==> config.mk <==
export PLATFORM = sky130hd
export DESIGN_NAME = r_domain
export DESIGN_NICKNAME = d
export VERILOG_FILES = /design/src/rtl/fifo_pkg.sv /design/src/rtl/sync_2ff.sv /design/src/rtl/r_domain.sv
export SDC_FILE = /design/constraint.sdc
export NUM_CORES = 1
export LEC_CHECK = 0
export CAP_MARGIN = 0
export CORE_ASPECT_RATIO = 1.25
export CORE_MARGIN = 4
export CORE_UTILIZATION = 49
export CTS_BUF_LIST = sky130_fd_sc_hd__clkbuf_4
export DETAILED_ROUTE_END_ITERATION = 16
export PLACE_DENSITY_LB_ADDON = 0.08
export SLEW_MARGIN = 40
export SYNTH_ARGS = -nofsm -noshare
export SYNTH_HDL_FRONTEND = slang
export SYNTH_SLANG_ARGS = --single-unit
export TNS_END_PERCENT = 30
==> constraint.sdc <==
create_clock -name rclk -period 2.75 [get_ports rclk]
set_input_delay 0.55 -clock rclk [delete_from_list [all_inputs] [get_ports rclk]]
set_output_delay 0.55 -clock rclk [all_outputs]
set_load 0.05 [all_outputs]
==> src/rtl/fifo_pkg.sv <==
// rtl/fifo_pkg.sv - shared async FIFO pointer constants and Gray code helpers
package fifo_pkg;

  localparam int PTR_WIDTH = 11;
  localparam int DEPTH     = 1024;

  function automatic logic [PTR_WIDTH-1:0] bin2gray(input logic [PTR_WIDTH-1:0] b);
    return b ^ (b >> 1);
  endfunction

  function automatic logic [PTR_WIDTH-1:0] gray2bin(input logic [PTR_WIDTH-1:0] g);
    logic [PTR_WIDTH-1:0] b;
    b[PTR_WIDTH-1] = g[PTR_WIDTH-1];
    for (int i = PTR_WIDTH - 2; i >= 0; i--) begin
      b[i] = b[i+1] ^ g[i];
    end
    return b;
  endfunction

endpackage

==> src/rtl/sync_2ff.sv <==
// rtl/sync_2ff.sv - two-flop synchroniser for a Gray-coded pointer crossing clock domains
module sync_2ff #(
  parameter int width = 11
) (
  input  logic             clk_i,
  input  logic             rst_n_i,
  input  logic [width-1:0] d_i,
  output logic [width-1:0] q_o
);

  logic [width-1:0] meta_q;
  logic [width-1:0] sync_q;

  always_ff @(posedge clk_i) begin
    if (!rst_n_i) begin
      meta_q <= '0;
      sync_q <= '0;
    end else begin
      meta_q <= d_i;
      sync_q <= meta_q;
    end
  end

  assign q_o = sync_q;

endmodule

==> src/rtl/r_domain.sv <==
// rtl/r_domain.sv - async FIFO read-domain pointers, empty flag and write-pointer synchroniser
// Occupancy and almost-empty outputs are built only when R_DOMAIN_LEVEL_EN is defined.
module r_domain
  import fifo_pkg::*;
#(
  parameter int ptr_width = PTR_WIDTH,
  parameter int depth     = DEPTH,
  parameter int ae_thresh = 4
) (
  input  logic                 rclk,
  input  logic                 rrst_n,
  input  logic                 ren,
  input  logic [ptr_width-1:0] r_wptr,
  output logic                 rempty,
  output logic [ptr_width-2:0] raddr,
  output logic [ptr_width-1:0] rptr,
  output logic [ptr_width-1:0] rptr_g,
  output logic                 rvalid,
  output logic [ptr_width-1:0] rlevel,
  output logic                 ralmost_empty
);

  localparam int AW = $clog2(depth);

  logic [ptr_width-1:0] wq2;
  logic [ptr_width-1:0] rptr_q, rptr_d;
  logic [ptr_width-1:0] rptr_g_q, rptr_g_d;
  logic                 rempty_q, rempty_d;
  logic                 rvalid_q, rvalid_d;
  logic                 accept;

  sync_2ff #(.width(ptr_width)) u_wptr_sync (
    .clk_i   (rclk),
    .rst_n_i (rrst_n),
    .d_i     (r_wptr),
    .q_o     (wq2)
  );

  // Empty is judged against the post-accept pointer so the last entry closes the gate at once.
  always_comb begin
    accept   = ren && !rempty_q;
    rptr_d   = rptr_q + {{(ptr_width-1){1'b0}}, accept};
    rptr_g_d = bin2gray(rptr_d);
    rempty_d = (rptr_g_d == wq2);
    rvalid_d = accept;
  end

  always_ff @(posedge rclk) begin
    if (!rrst_n) begin
      rptr_q   <= '0;
      rptr_g_q <= '0;
      rempty_q <= 1'b1;
      rvalid_q <= 1'b0;
    end else begin
      rptr_q   <= rptr_d;
      rptr_g_q <= rptr_g_d;
      rempty_q <= rempty_d;
      rvalid_q <= rvalid_d;
    end
  end

  assign rptr   = rptr_q;
  assign rptr_g = rptr_g_q;
  assign raddr  = rptr_q[AW-1:0];
  assign rempty = rempty_q;
  assign rvalid = rvalid_q;

`ifdef R_DOMAIN_LEVEL_EN
  logic [ptr_width-1:0] rlevel_q, rlevel_d;
  logic                 rae_q, rae_d;

  always_comb begin
    rlevel_d = gray2bin(wq2) - rptr_d;
    rae_d    = (rlevel_d <= ptr_width'(ae_thresh));
  end

  always_ff @(posedge rclk) begin
    if (!rrst_n) begin
      rlevel_q <= '0;
      rae_q    <= 1'b1;
    end else begin
      rlevel_q <= rlevel_d;
      rae_q    <= rae_d;
    end
  end

  assign rlevel        = rlevel_q;
  assign ralmost_empty = rae_q;
`else
  localparam int unused_ae_thresh = ae_thresh;

  assign rlevel        = '0;
  assign ralmost_empty = rempty_q;
`endif

endmodule

# ---- Yosys cells after proc, flatten, opt, wreduce, memory -nomap -nowiden
# Index checks and enable logic that the tools add are counted.
dict set report classes {
  n_bitwise 1
  reduce_logical 2
  n_div 0
  muxes 0
  add_sub_neg 1
  mul 0
  shift 0
  magnitude_cmp 0
  n_eq_ne 1
}
# op count
set op_table {}
lappend op_table {{11-bit by 1-bit adder with 11-bit output} 1}
lappend op_table {{11-bit == test} 1}
lappend op_table {{11-bit by 10-bit bitwise XOR with 11-bit output} 1}
lappend op_table {{1-bit logical AND} 1}
lappend op_table {{1-bit zero test} 1}
dict set report totals {
  ram_bits 0
  n_memories 0
  regBits 46
  mem_bits_ro 0
  elab_cells 11
  output_inout_bits 46
  input_bits 14
  latch_bits 0
}

# ---- Depth between registers and ports, before layout
# Gate-level depths: netlist of run 1.
dict set report logic_depth {
  ltp_word 5
  ltp_mapped 9
  ltp_nobuf 8
}

# ---- Cells and area by module
# A second synthesis of run 1 with hierarchy kept.
dict set report hier_totals {
  cells_unflattened 237
  area_unflattened_um2 2304.7
}
# module area_each_um2 n_inst seq_area_each_um2 cells_per_inst
set modules_own_cells {}
lappend modules_own_cells {r_domain 1684.1 1 460.4 191}
lappend modules_own_cells {sync_2ff 620.6 1 440.4 46}

# ---- Least setup slack after synthesis of run 1
# No wires, ideal clock.
dict set report synth_path {
  path_type {reg2reg}
  start {register rempty_q (netlist: ralmost_empty)}
  end {register rempty_q (netlist: ralmost_empty)}
  period_less_slack_ns 2.440
  n_path_buf 1
  t_arrival_ns 2.344
  stages_incl_launch_ff 10
  setup_time_ns 0.096
  path_slack_ns 0.310
  t_required_ns 2.654
  path_cell_list {dfxtp_1 nor2b_1 ha_1 buf_4 and2_4 nand4_1 xor2_2 xnor3_1 nand4_1 o41ai_2}
}
dict set report synth_between {
  elab_chain_cells 5
}
# element line_no
set synth_lines {}
lappend synth_lines {{from (decl)} r_domain.sv:28} ;# logic rempty_q, rempty_d;
lappend synth_lines {{from (signal assigned)} r_domain.sv:57} ;# rempty_q <= rempty_d;
lappend synth_lines {{1-bit zero test} r_domain.sv:41} ;# accept = ren && !rempty_q;
lappend synth_lines {{1-bit logical AND} r_domain.sv:41}
lappend synth_lines {{named net accept} r_domain.sv:30} ;# logic accept;
lappend synth_lines {{11-bit by 1-bit adder with 11-bit output} r_domain.sv:42} ;# rptr_d = rptr_q + {{(ptr_width-1){1'b0}}, accept};
lappend synth_lines {{11-bit by 10-bit bitwise XOR with 11-bit output} fifo_pkg.sv:8} ;# return b ^ (b >> 1);
lappend synth_lines {{11-bit == test} r_domain.sv:44} ;# rempty_d = (rptr_g_d == wq2);
# The timed path passes the listed nets, and every way through them passes these cells.
# A chain may end at the register's enable or synchronous reset.

# ---- Worst setup path after layout of run 1
dict set report layout_path {
  start {input ren}
  end {register rempty_q (netlist: ralmost_empty)}
}
dict set report layout_between {
  elab_chain_cells 4
}
# element line_no
set layout_lines {}
lappend layout_lines {{from (decl)} r_domain.sv:12} ;# input logic ren,
lappend layout_lines {{1-bit logical AND} r_domain.sv:41}
lappend layout_lines {{named net accept} r_domain.sv:30}
lappend layout_lines {{11-bit by 1-bit adder with 11-bit output} r_domain.sv:42}
lappend layout_lines {{11-bit by 10-bit bitwise XOR with 11-bit output} fifo_pkg.sv:8}
lappend layout_lines {{11-bit == test} r_domain.sv:44}
# The timed path passes the listed nets, and every way through them passes these cells.

==> results of run 1 <==
## final cells by class
class,instances,share of cell area
flip-flops and latches,45,0.334
well taps,56,0.0260
repair buffers,68,0.234
multi-input cells,139,0.384
clock inverters,1,0.00278
clock buffers,7,0.0195
## kinds of logic (layout without fill, tap and decap cells)
| kind of cell | Yosys count | count (layout) |
|---|---|---|
| flip-flops | 45 | 45 |
| buffers and inverters | 36 | 76 |
| other | 1 | 11 |
| XOR/XNOR | 34 | 34 |
| adder cells (fa/ha/maj) | 2 | 2 |
| AND/OR/NAND/NOR | 74 | 74 |
| AO/OA/AOI/OAI | 18 | 18 |
## sequential cells by signal, summed over array words and instances (netlist names)
register	cells
rptr	11
ralmost_empty	1
u_wptr_sync.meta_q	11
rvalid	1
u_wptr_sync.q_o	11
rptr_g	10
## routing by layer
| layer | global-route usage | wire length, um |
|---|---|---|
| met3 | 0.0397 | 172 |
| met1 | 0.175 | 1650 |
| met4 | 0.0710 | 95 |
| met2 | 0.280 | 2130 |
| met5 | 0 | 0 |
## report_power, final
group / internal, uW / total, uW / switching, uW
clock network: 121 / 324 / 203
logic: 74.0 / 191 / 117
registers: 674 / 686 / 11.2
total: 869 / 1200 / 332
## through the flow
| step | utilization | cells |
|---|---|---|
| floorplan | - | 220 |
| global placement | 0.633 | 308 |
| detailed placement | 0.633 | 308 |
| CTS | 0.648 | 316 |
| global route | 0.648 | 316 |
| finish | 0.648 | 316 |
## worst max-delay path by stage
stage	start	slack [ns]	endpoint	cells past startpoint
floorplan	ralmost_empty	0.31	ralmost_empty	9
CTS	ren	0.17	ralmost_empty	11
detailed placement	ren	-0.20	ralmost_empty	11
global placement	ren	-0.08	ralmost_empty	11
finish	ren	0.13	ralmost_empty	11
global route	ren	0.002	ralmost_empty	11
## cells in the final DEF, fill, tap and decap left out, types with 2 or more instances in the layout
cell type / instances
clkdlybuf4s50_1: 48
clkbuf_4: 7
nand4_1: 3
xor2_1: 18
nand3_1: 5
and2_1: 40
dfxtp_1: 45
ha_1: 2
nor3_1: 3
nor2b_4: 2
o211ai_1: 2
xnor3_1: 3
buf_4: 20
and2_4: 2
nand2_1: 6
a21oi_1: 2
a21o_1: 3
nor2b_1: 8
nor2_1: 2
xnor2_1: 12
a31oi_1: 4
conb_1: 11
==> metrics.md, run 1 <==
| Metric | Value |
|---|---|
| Outcome | finished, final reports clean |
| Worst reg2reg endpoint | ralmost_empty |
| Gpl congestion | 0.921 |
| Die Span Y | 82.1 um |
| Setup TNS | 0 ns |
| Share of layout cells above drive strength 1 | 0.142 |
| Synth top cells by count | dfxtp_1 (45), and2_1 (40), buf_4 (26), xor2_1 (18), xnor2_1 (12) |
| Drt via density | 4.66 |
| FF+latch area | 901 um^2 |
| Initial antenna violation count | 0 |
| WHS Path Cells | 1 |
| Crit path largest cell delay | 0.45 ns |
| First-pass GRT wire length | 6610 um |
| WP buf/inv | 3 |
| Post-synth EDFFs | 0 |
| Setup WS post-layout | 0.134 ns |
| Dpl ws | -0.200 ns |
| Post-route ant nets | 0 |
| Leading area contributor after synthesis | dfxtp_1 |
| Worst Hold Slack | 0.445 ns |
| Cell area power density | 445 nW/um^2 |
| Clock Path Buffers | 2 |
| Post-CTS sizing | 0 |
| Tmin final | 2.62 ns |
| Fill count | 378 |
| Seq cells post-synth | 45 |
| Initial Util | 0.516 |
| Final Hold Viols | 0 |
| Yosys top cell area share | 0.419 |
| # setup viols final | 0 |
| Fin crit share | 0.951 |
| Dominant synthesized flop cell | dfxtp_1 |
| Residual DRC | 0 |
| Vias in the first global route | 1421 |
| LEAKAGE | 0.00116 uW |
| Hold endpoint | u_wptr_sync.q_o[8] |
| Yosys warnings | 0 |
| Max VDD drop | 0.265 mV |
| Worst hold-check path type | reg2reg |
| Die X-Extent | 67.2 um |
| Most frequent cell after synthesis | dfxtp_1 |
| Compound-gate portion of the synthesized area | 0.0763 |
| CP delay by family, top | buffers and inverters |
| Post-Syn Area per Cell | 10.2 um^2 |
| Unrepaired setup endpoints after global routing | no |
| Mux contribution to synthesized area | 0 |
| Clock transition at path regs | 0.13 ns |
| Post-CTS Repair Setup Buffers | 0 |
| FF-to-FF setup slack | 0.42 ns |
| Xor/xnor share of the synthesized area | 0.161 |
| Starting DRT DRC Count | 63 |
| Slew Limit Fails | 0 |
| Drt pass-1 iters | 4 |
| Placement Cell Area | 2640 um^2 |
| Layout Nets | 275 |
| Antenna diode count | 0 |
| Path depth of the worst reg2reg path | 10 |
| Slew @ Worst Pin | 0.516 ns |
| Post-CTS Hold Buffers | 0 |
| Row count | 26 |
| Largest net degree at the start of global routing | 46 |
| DP HPWL | 3080 um |
| Crit Path Max Fanout | 5 |
| Maxcap violations | 0 |
| Post-Synthesis Cells | 210 |
| I/O Buffers | 48 |
| Synth Area in Simple Gates | 0.214 |
| Crit path cell chain | clkdlybuf4s50_1 -> nor2b_1 -> buf_4 -> ha_1 -> buf_4 -> nand2_1 -> nor3_1 -> o32a_1 -> xor2_1 -> xor2_1 -> o41ai_2 |
| Core ar. | 4160 um^2 |
| Critical Path RT | 3.02 ns |
| Clock skew | 0.0104 ns |
| CTS tree | built |
| Clock Root Buffer | clkbuf_4 |
| Fmax | 0.382 GHz |
| CP Launch Type | input port |
| Worst reg2reg path startpoint | ralmost_empty |
| Mapped Area | 2150 um^2 |
| Final wirelength | 4050 um |
| H-tree levels | 2 |
| Netlist cell types | 34 |
| Inserted Clock Buffers | 5 |
| Synth Area in Adders | 0.0116 |
| Overall power | 1200 uW |
| # clock sinks | 45 |
| Synth top area cells | dfxtp_1 (42%), and2_1 (12%), buf_4 (9.1%) |
| Worst-skew pair later-pin latency | 0.35 ns |
| Routed len/inst | 12.8 um |
| Worst setup EP type | register |
| DR vias | 1474 |
| Ports | 60 |
| Grt ovf | 0 |
| Slew Limit Headroom | 0.655 |
| Total GRT Usage | 0.158 |
| FFs w/ async S/R, synth | 0 |
| Largest family of logic cells by synthesized area | simple AND/OR/NAND/NOR gates |
| CP arrival | 2.88 ns |
| Hold path startpoint | u_wptr_sync.meta_q[8] |
| Die area | 5520 um^2 |
| Register area share after synthesis | 0.419 |
| Area growth syn-to-layout | 25.5% |
| Setup Crit Path Kind | in2reg |
| CP max-delay cell | clkdlybuf4s50_1 |
| Final std cell area, no fill | 2700 um^2 |
| Multi-input logic area | 1040 um^2 |
Note: power is estimated with default switching activity, not from simulation.
==> run 2, diff against run 1 <==
--- a/config.mk
+++ b/config.mk
@@ -12,6 +12,7 @@
 export CTS_BUF_LIST = sky130_fd_sc_hd__clkbuf_4
 export DETAILED_ROUTE_END_ITERATION = 16
 export PLACE_DENSITY_LB_ADDON = 0.08
+export SETUP_SLACK_MARGIN = 0.15
 export SLEW_MARGIN = 40
 export SYNTH_ARGS = -nofsm -noshare
 export SYNTH_HDL_FRONTEND = slang
==> run 2 against run 1 <==
Against the previous run:
- register-to-register slack hardly changed
- die area unchanged
- clock skew is 0.00080 ns lower
- clock power barely moved
- global-route usage did not move
- sequential share of layout area is 1.3 points lower
- highest routed layer unchanged
==> metrics.md, run 2 (synthesized netlist as in run 1, its figures left out) <==
| Metric | Value |
|---|---|
| WHS Path Cells | 1 |
| Worst setup EP type | register |
| Overall power | 1210 uW |
| Clock transition at path regs | 0.13 ns |
| CTS tree | built |
| Cell area power density | 431 nW/um^2 |
| Area growth syn-to-layout | 30.5% |
| Fill count | 349 |
| Hold endpoint | u_wptr_sync.q_o[2] |
| Final std cell area, no fill | 2810 um^2 |
| Drt pass-1 iters | 4 |
| Routed len/inst | 13.5 um |
| Crit path cell chain | clkdlybuf4s50_1 -> nor2b_4 -> buf_4 -> ha_2 -> buf_4 -> nor2b_4 -> a21oi_1 -> o32a_1 -> xor2_2 -> xor2_1 -> o41ai_2 |
| LEAKAGE | 0.00121 uW |
| Multi-input logic area | 1110 um^2 |
| Hold path startpoint | u_wptr_sync.meta_q[2] |
| Worst reg2reg path startpoint | ralmost_empty |
| DR vias | 1473 |
| Critical Path RT | 3.01 ns |
| Die X-Extent | 67.2 um |
| FF-to-FF setup slack | 0.41 ns |
| Max VDD drop | 0.267 mV |
| Finished Core Util | 0.674 |
| Slew @ Worst Pin | 0.511 ns |
| CP max-delay cell | clkdlybuf4s50_1 |
| Slew Limit Headroom | 0.658 |
| Crit Path Max Fanout | 4 |
| Gpl congestion | 0.921 |
| Fin crit share | 0.931 |
| Worst reg2reg endpoint | ralmost_empty |
| Initial antenna violation count | 0 |
| Final Hold Viols | 0 |
| Setup Crit Path Kind | in2reg |
| Inserted Clock Buffers | 5 |
| Core ar. | 4160 um^2 |
| Outcome | finished, final reports clean |
| Post-route ant nets | 0 |
| # setup viols final | 0 |
| Drt via density | 4.60 |
| Slew Limit Fails | 0 |
| Final wirelength | 4320 um |
| Maxcap violations | 0 |
| Largest net degree at the start of global routing | 46 |
| # clock sinks | 45 |
| Layout Nets | 279 |
| Initial Util | 0.516 |
| Worst hold-check path type | reg2reg |
| Path depth of the worst reg2reg path | 10 |
| Ports | 60 |
| Crit path largest cell delay | 0.41 ns |
| Commonest cells after routing, fill and taps aside | clkdlybuf4s50_1 (48), dfxtp_1 (45), and2_1 (40), buf_4 (22), xor2_1 (17) |
| CP delay by family, top | compound AO/OA/AOI/OAI gates |
| Placement Cell Area | 2640 um^2 |
| Residual DRC | 0 |
| I/O Buffers | 48 |
| Row count | 26 |
| CP Launch Type | input port |
| Clock skew | 0.00958 ns |
| WP buf/inv | 3 |
| Total GRT Usage | 0.158 |
| Tmin final | 2.56 ns |
| Clock Root Buffer | clkbuf_4 |
| Unrepaired setup endpoints after global routing | no |
| Share of layout cells above drive strength 1 | 0.193 |
| Clock Path Buffers | 2 |
| Die Span Y | 82.1 um |
| Die area | 5520 um^2 |
| H-tree levels | 2 |
| Vias in the first global route | 1421 |
| FF+latch area | 901 um^2 |
| DP HPWL | 3080 um |
| Fmax | 0.391 GHz |
| First-pass GRT wire length | 6610 um |
| Antenna diode count | 0 |
| Grt ovf | 0 |
| Worst-skew pair later-pin latency | 0.35 ns |
| Commonest non-fill, non-tap cell in the layout | clkdlybuf4s50_1 |
| CP arrival | 2.82 ns |
| Starting DRT DRC Count | 54 |
==> run 2: changes by cell type in the layout (fill, tap and decap cells not counted), sizes merged <==
cell,previous run,this run
buf,20,24
==> run 2: area by class of cell <==
class / instances / area share
multi-input cells: 139 / 0.394
flip-flops and latches: 45 / 0.321
repair buffers: 72 / 0.238
well taps: 56 / 0.0250
clock buffers: 7 / 0.0187
clock inverters: 1 / 0.00268
==> run 2: power breakdown <==
part	switching, uW	leakage, uW	internal (uW)
logic	120	0.000808	78.3
clock network	203	0.0000324	121
registers	13.0	0.000368	674
total	336	0.00121	874
==> run 2: how the worst max path moves through the flow <==
stage	startpoint	end	slack (ns)	depth (start not counted)
3_5_place_dp	ren	ralmost_empty	-0.20	11
2_1_floorplan	ralmost_empty	ralmost_empty	0.31	9
3_3_place_gp	ren	ralmost_empty	-0.08	11
6_report	ren	ralmost_empty	0.19	11
4_1_cts	ren	ralmost_empty	0.17	11
5_1_grt	ren	ralmost_empty	0.13	11
==> run 2: what timing repair did <==
action                                  4_1_cts  5_1_grt
resized for setup                             0       16
setup buffers                                 0        4
hold buffers                                  0        0
endpoints found under the setup margin        0        1
==> run 2: metrics by stage <==
step | std cells | hold slack [ns] | TNS (ns) | worst slack (ns)
3_5_place_dp | 308 | 0.419 | -0.242 | -0.200
5_1_grt | 320 | 0.457 | 0 | 0.127
6_report | 320 | 0.446 | 0 | 0.191
2_1_floorplan | 220 | 0.406 | 0 | 0.310
3_3_place_gp | 308 | 0.415 | -0.0829 | -0.0829
4_1_cts | 316 | 0.447 | 0 | 0.171
==> run 2: per-layer routing <==
metal	GRT usage	part of all wire
met3	0.0397	0.045
met1	0.175	0.40
met5	0	0
met4	0.0710	0.022
met2	0.280	0.53
==> run 3, diff against run 2 <==
--- a/config.mk
+++ b/config.mk
@@ -5,7 +5,6 @@
 export SDC_FILE = /design/constraint.sdc
 export NUM_CORES = 1
 export LEC_CHECK = 0
-export CAP_MARGIN = 0
 export CORE_ASPECT_RATIO = 1.25
 export CORE_MARGIN = 4
 export CORE_UTILIZATION = 49
==> results of run 3 <==
Same layout as run 2: the final DEF is identical, and so are final timing and power.
